--- config.mk ---
export PLATFORM = sky130hd
export DESIGN_NAME = taillight_sequencer
export DESIGN_NICKNAME = d
export VERILOG_FILES = /design/src/rtl/taillight_sequencer.sv
export SDC_FILE = /design/constraint.sdc
export NUM_CORES = 1
export LEC_CHECK = 0
export ABC_AREA = 1
export CAP_MARGIN = 30
export CORE_UTILIZATION = 55
export CTS_BUF_LIST = sky130_fd_sc_hd__clkbuf_8
export CTS_CLUSTER_SIZE = 10
export DETAILED_ROUTE_END_ITERATION = 8
export PLACE_DENSITY = 0.89
export SLEW_MARGIN = 5
export SYNTH_ARGS = -nofsm -noshare
export SYNTH_HDL_FRONTEND = slang
export SYNTH_SLANG_ARGS = --single-unit
--- constraint.sdc ---
create_clock -name clk -period 3.1 [get_ports clk]
set_clock_uncertainty 0.2 [all_clocks]
set_input_delay 0.62 -clock clk [delete_from_list [all_inputs] [get_ports clk]]
set_output_delay 0.62 -clock clk [all_outputs]
set_load 0.005 [all_outputs]
--- src/rtl/taillight_sequencer.sv ---
// ---------------------------------------------------------------------------
// taillight_sequencer
//
// Sequences the six tail-light lamps (three per side) from level-sensitive
// driver requests. Requests are arbitrated in IDLE with this priority:
// hazard, then left alone, then right alone. The granted mode is latched and
// the lamp pattern steps once per phase. An internal prescaler sets the phase
// length to DIV clock cycles.
//
// Optional feature macro: TAILLIGHT_BRAKE_EN adds the `brake` input. When it
// is high, brake lighting is ORed into the lamp outputs. It never affects
// the state, the phase or the prescaler.
//
// Parameters
//   DIV_W   width of the phase prescaler counter
//   DIV     clock cycles per lamp phase, 1 .. 2**DIV_W-1
//
// Ports
//   clk              system clock, rising edge
//   reset            asynchronous reset, active low
//   left/right       turn requests, level
//   hazard           hazard request, level
//   brake            brake request, level (TAILLIGHT_BRAKE_EN only)
//   la, lb, lc       left lamps, la innermost (registered)
//   ra, rb, rc       right lamps, ra innermost (registered)
//   busy             high whenever the sequencer is not IDLE (registered)
//   phase            current phase index 0..3 (registered)
// ---------------------------------------------------------------------------
module taillight_sequencer #(
    parameter int DIV_W = 4,
    parameter int DIV   = 10
) (
    input  logic       clk,
    input  logic       reset,
    input  logic       left,
    input  logic       right,
    input  logic       hazard,
`ifdef TAILLIGHT_BRAKE_EN
    input  logic       brake,
`endif
    output logic       la,
    output logic       lb,
    output logic       lc,
    output logic       ra,
    output logic       rb,
    output logic       rc,
    output logic       busy,
    output logic [1:0] phase
);

    typedef enum logic [1:0] {IDLE, LEFT, RIGHT, HAZARD} state_t;

    state_t             state, state_d;
    logic [1:0]         phase_d;
    logic [DIV_W-1:0]   cnt, cnt_d;
    logic [5:0]         lamp_d, lamp_q;   // {la, lb, lc, ra, rb, rc}
    logic               busy_d;
    logic               phase_end;
    logic               turn_hold;
    logic [2:0]         fill;

    assign phase_end = (cnt == DIV_W'(DIV - 1));

    // The active direction is still requested on its own, so the turn repeats.
    assign turn_hold = (state == LEFT) ? (left && !right) : (right && !left);

    // State register. The lamps and busy are registered from the next-state
    // values. This keeps them aligned with `phase` and avoids any
    // combinational path from an input to an output.
    // NOTE: sequential state uses non-blocking assignments so every register
    // samples the pre-edge values; blocking here would create ordering races.
    always_ff @(posedge clk or negedge reset) begin
        if (!reset) begin
            state  <= IDLE;
            phase  <= 2'd0;
            cnt    <= '0;
            lamp_q <= '0;
            busy   <= 1'b0;
        end else begin
            state  <= state_d;
            phase  <= phase_d;
            cnt    <= cnt_d;
            lamp_q <= lamp_d;
            busy   <= busy_d;
        end
    end

    // Next-state logic: arbitration in IDLE and phase stepping otherwise.
    // NOTE: every signal gets a default before the case so that no path
    // leaves it unassigned, which would infer a latch.
    always_comb begin
        state_d = state;
        phase_d = phase;
        cnt_d   = cnt;
        unique case (state)
            IDLE: begin
                phase_d = 2'd0;
                cnt_d   = '0;
                if (hazard) begin
                    state_d = HAZARD;
                    phase_d = 2'd1;
                end else if (left && !right) begin
                    state_d = LEFT;
                    phase_d = 2'd1;
                end else if (right && !left) begin
                    state_d = RIGHT;
                    phase_d = 2'd1;
                end
            end
            LEFT, RIGHT: begin
                if (!phase_end) begin
                    cnt_d = cnt + 1'b1;
                end else begin
                    cnt_d = '0;
                    // A hazard request preempts at any phase end.
                    if (hazard) begin
                        state_d = HAZARD;
                        phase_d = 2'd1;
                    end else if (phase != 2'd0) begin
                        phase_d = phase + 2'd1;   // 1->2->3->0
                    end else if (turn_hold) begin
                        phase_d = 2'd1;
                    end else begin
                        state_d = IDLE;
                        phase_d = 2'd0;
                    end
                end
            end
            HAZARD: begin
                if (!phase_end) begin
                    cnt_d = cnt + 1'b1;
                end else begin
                    cnt_d = '0;
                    if (phase == 2'd1) begin
                        phase_d = 2'd0;
                    end else if (hazard) begin
                        phase_d = 2'd1;
                    end else begin
                        state_d = IDLE;
                        phase_d = 2'd0;
                    end
                end
            end
            default: begin
                state_d = IDLE;
                phase_d = 2'd0;
                cnt_d   = '0;
            end
        endcase
    end

    // Output logic: lamp pattern for the state and phase being entered.
    always_comb begin
        // Thermometer fill for one side: phase 1 -> a, 2 -> a,b, 3 -> a,b,c.
        fill   = {phase_d != 2'd0, phase_d[1], phase_d == 2'd3};
        lamp_d = '0;
        busy_d = (state_d != IDLE);
        unique case (state_d)
            LEFT:    lamp_d[5:3] = fill;
            RIGHT:   lamp_d[2:0] = fill;
            HAZARD:  lamp_d      = (phase_d == 2'd1) ? 6'b111111 : 6'b000000;
            default: lamp_d      = '0;
        endcase
`ifdef TAILLIGHT_BRAKE_EN
        // Brake lights every lamp that is not part of an active turn sequence.
        if (brake) begin
            unique case (state_d)
                LEFT:    lamp_d[2:0] = 3'b111;
                RIGHT:   lamp_d[5:3] = 3'b111;
                default: lamp_d      = 6'b111111;
            endcase
        end
`endif
    end

    assign {la, lb, lc, ra, rb, rc} = lamp_q;

endmodule

After elaboration in Yosys (flattened, before gate mapping)
Cells that the tools add are included.
- output and inout port bits: 9
- bits of input ports: 5
- memories: 0
- bits in read-only memories: 0
- memory bits (writable): 0
- bits in registers: 15
- latch bits: 0
- div/mod/pow operators: 0
- bitwise operators: 0
- mux-type cells: 28
- shift operators: 0
- equality and inequality tests: 10
- magnitude comparators: 0
- $mul: 0
- add/sub/neg operators: 2
- reduce and logical (&&, ||, !) cells: 10
- operator list (cell ; count):
    $mux 2 ; 14
    $pmux 2 s3 ; 2
    $pmux 3 s2 ; 2
    $eq 2x2->1 const B ; 5
    $eq 2x1->1 const B ; 4
    $pmux 4 s2 ; 1
    $mux 1 ; 7
    $mux 6 ; 1
    $reduce_bool 2->1 ; 3
    $add 4x1->4 const B ; 1
    $eq 4x4->1 const B ; 1
    $mux 4 ; 1
    $reduce_or 3->1 ; 1
    $add 2x1->2 const B ; 1
    $logic_and 1x1->1 ; 2
    $logic_not 1->1 ; 2
    $logic_not 2->1 ; 1
    $reduce_or 2->1 ; 1

Longest topological paths before layout
- word-level depth: 11
- depth in mapped cells: 14
- mapped depth without buffers: 14

Worst setup path after synthesis
OpenSTA, ideal clock, no wires.
- kind: input to register
- start point: input right
- end point: register lamp_q[0]
- library setup time: 118 ps
- data arrival time: 1547 ps
- slack: 1234 ps
- cell stages on the path: 12
- path through: inv_1 -> ha_1 -> a21oi_1 -> nand3_1 -> nand2_1 -> nand2_1 -> nand2_1 -> nand2_1 -> nand2_2 -> nor2_4 -> nand2_4 -> nand2_1
- longest elaborated chain between the ends: 11
- elaborated cells between the ends (all ways): 26
- those cells by class: eq/ne: 4; mux: 19; reduce/logical: 3
- ends and longest elaborated chain (item ; RTL line ; source):
    from (decl) ; 36 ; input logic right,
    $logic_not 1->1 ; 65, 102 ;
    $logic_and 1x1->1 ; 65, 102 ;
    $mux 1 ; 65 ; assign turn_hold = (state == LEFT) ? (left && !right) : (right && !left);
    $mux 1 ; 121 ; end else if (turn_hold) begin
    $mux 2 ; 119 ; end else if (phase != 2'd0) begin
    $mux 2 ; 116 ; if (hazard) begin
    $mux 2 ; 111 ; if (!phase_end) begin
    $pmux 2 s3 ; 95 ; unique case (state)
    $eq 2x1->1 ; 161 ; HAZARD: lamp_d = (phase_d == 2'd1) ? 6'b111111 : 6'b000000;
    $mux 6 ; 161 ;
    $pmux 3 s2 (*) ; 158 ; unique case (state_d)
    named net lamp_d[0] ; 56 ; logic [5:0] lamp_d, lamp_q;
    to (signal assigned) ; 83 ; lamp_q <= lamp_d;
    to (decl) ; 56 ;
Mark *: on every way through the listed nets, which the timed path passes. The rest lies on a longest branch.

Final worst setup path
- start point: input right
- end point: register lamp_q[1]
The elaborated chain is that of the path after synthesis.

==> impl_metrics.yaml <==
worst_setup_path:
  slowest_stage: "clkdlybuf4s50_1"
  regToRegEndpoint: "lamp_q[0]$_DFF_PN0_"
  worst_path_most_repeated_cell: "nand2_1"
  path_buf_inv: 2
  r2r_setup_slack_ps: 1030
  cp_top_family: "simple AND/OR/NAND/NOR gates"
  slowest_delay_ps: 480
  required_ps: 3030
  crit_type: "in2reg"
  reg2reg_depth: 8
  path_cells: "clkdlybuf4s50_1 -> inv_1 -> ha_1 -> a21oi_1 -> nand3_1 -> nand2_1 -> nand2_1 -> nand2_1 -> nand2_1 -> nand2_2 -> nor2_4 -> nand2_4 -> nand2_1"
  endpoint_kind: "register"
  startpoint_type: "primary input"
  r2r_start: "state[1]$_DFF_PN0_"
  worst-path-max-fanout: 6
  crit_arrival_ps: 2290
synth:
  ys_top_cells_by_area: "dfrtp_1 (40%), ha_1 (12%), nand2_1 (12%)"
  syn_area_um2: 939.7
  synthMostInstantiatedCell: "nand2_1"
  synth_top_cell_area_share_pct: 39.95
  synth_area_leader_cell: "dfrtp_1"
  synth_edf_count: 0
  ys_seq_area_share_pct: 39.95
  synth.avg_cell_area_um2: 8.243
  synthArstFlopShare_pct: 100.0
  mappedNetlistNets: 128
  netlist_top_cells_count: "nand2_1 (30), inv_1 (17), dfrtp_1 (15)"
  ys_seq_elements: 15
  yosysWarnings: 0
  synth.distinct_cells: 20
  syn_inst: 114
  synthFlopType: "dfrtp_1"
grt:
  grt_max_degree: 16
  grt_first_pass_wirelength_um: 3353
  grt_antenna_before_repair: 0
  grtUsageTotal_pct: 24.34
  overflow: 0
  grt_pass1_vias: 826
placed_design:
  io_buffers: 13
  hpwl_um: 1496
  gp_congestion: 0.8834
hold_path:
  hold_path_depth: 1
  min_path_type: "reg2reg"
  holdPathEnd: "cnt[0]$_DFF_PN0_"
  hold_start: "cnt[0]$_DFF_PN0_"
routing:
  dr.pass1.iters: 6
  drtAntennaViolNets: 0
  routedWlPerCell_um: 13.69
  dr_total_vias: 831
  drcViolationCount: 6
  viasPerCell: 5.653
  drt_iter0_drc: 37
  drt-total-wl_um: 2013
clocking:
  cts_setup_buffers: 0
  root_buffer: "clkbuf_8"
  cts_tree: "built"
  holdBufCountCts: 0
  cts.sink_count: 15
  clk_pin_slew_ps: 60
  clk-insertion-delay-late_ps: 240
  cts_buffers: 3
  cts_resized: 0
  cts_max_level: 1
  max-clock-path-buffers: 2
run_status:
  status: "finished with violations"
  violations: "design-rule violations"
power:
  power_density_nw_per_um2: 1049
  p_leak_nw: 0.6026
  ir_worst_vdd_mv: 0.6875
layout:
  final_nets: 146
  final_util_pct: 72.87
  drive_gt1_share_pct: 12.98
  area_growth_pct: 20.91
  antennaDiodeCount: 0
sta:
  tightest_slew_ps: 648.8
  drv_slew: 0
  fin_crit_ps: 2359
  finalSetupTns_ps: 0
  fmax_mhz: 423.9
  hold_viol: 0
  post-route-period-util_pct: 76.10
  setup_viol: 0
  maxSlewHeadroom_pct: 56.61
  rsz0062_at_grt: "no"
die:
  die-width_um: 43.34
  start_util_pct: 60.27
  fp.coreArea_um2: 1559
  io_pins: 14
  die-height_um: 43.34
  die_area_um2: 1878
  fp-row-count: 14
run:
  drv_cap: 0
[how the worst max path moves through the flow]
| stage | startpoint | endpoint | slack [ps] | cells after the start |
|---|---|---|---|---|
| after floorplan | right | lamp_q[0]$_DFF_PN0_ | 1230 | 12 |
| after global placement | right | lamp_q[2]$_DFF_PN0_ | 630 | 13 |
| after detailed placement | right | lamp_q[5]$_DFF_PN0_ | 530 | 13 |
| after CTS | right | lamp_q[1]$_DFF_PN0_ | 780 | 13 |
| after global routing | left | lamp_q[2]$_DFF_PN0_ | 650 | 10 |
| final | right | lamp_q[1]$_DFF_PN0_ | 740 | 13 |
[worst reg2reg max path: stages, from the launching register on]
cell and delay [ps]:
dfrtp_1 420, inv_1 110, ha_1 390, nor2_1 110, o21ai_0 170, nand3_1 180, a21oi_1 260, nand3_1 110
nand2_1 80
[layout make-up]
cell class,count,area [µm²]
Clock buffer,3,41.29
Clock inverter,1,5.005
Fill cell,111,422.9
Inverter,18,67.56
Multi-Input combinational cell,81,496.7
Sequential cell,15,375.4
Tap cell,16,20.02
Timing Repair Buffer,13,130.1
[power breakdown]
group	switching [mW]	leakage (nW)	internal [mW]	total, mW
logic	0.445	0.384	0.264	0.708
clock network	0.0662	0.0255	0.0889	0.155
registers	0.0587	0.193	0.270	0.328
total	0.570	0.603	0.622	1.19
[registers in the layout (all words and copies together), names as in the netlist]
register  flops
phase         2
cnt           4
state         2
lamp_q        6
busy          1
[per-layer routing]
layer  track usage, %  part of all wire [%]  up-vias  routed length [µm]
met5                0                     0        -                   0
met1            27.67                    40      403                 813
li1                 -                     -      390                   -
met3            7.917                   6.5        2                 130
met2            42.73                    53       36                1058
met4            8.750                  0.50        0                  10
[cells by family (layout without fill, tap and decap cells)]
family,Yosys count,count (layout),synth area share [%]
AO/OA/AOI/OAI,11,11,9.455
XOR/XNOR,2,2,1.865
adder cells (fa/ha/maj),9,9,11.98
buffers and inverters,18,35,7.190
flip-flops,15,15,39.95
AND/OR/NAND/NOR,59,59,29.56
[metrics by stage]
| stage | total power [mW] | hold WS, ps | cell area, µm² | setup slack, ps | cells |
|---|---|---|---|---|---|
| finish | 1.192 | 289.2 | 1136 | 740.9 | 147 |
| global route | 1.280 | 320.6 | 1136 | 651.9 | 147 |
| CTS | 1.183 | 293.7 | 1136 | 783.6 | 147 |
| detailed placement | 1.016 | 285.8 | 1090 | 534.2 | 143 |
| global placement | 0.9760 | 283.6 | 1090 | 630.4 | 143 |
| floorplan | 0.8281 | 124.4 | 939.7 | 1234 | 114 |
[cells in the final DEF (no fill, tap or decap), types with 3 or more instances in the layout]
master / count
a21oi_1: 4
clkbuf_8: 3
clkdlybuf4s50_1: 13
dfrtp_1: 15
ha_1: 9
inv_1: 17
nand2_1: 30
nand2_2: 3
nand3_1: 12
nor2_1: 8
(Power assumes the default switching activity.)
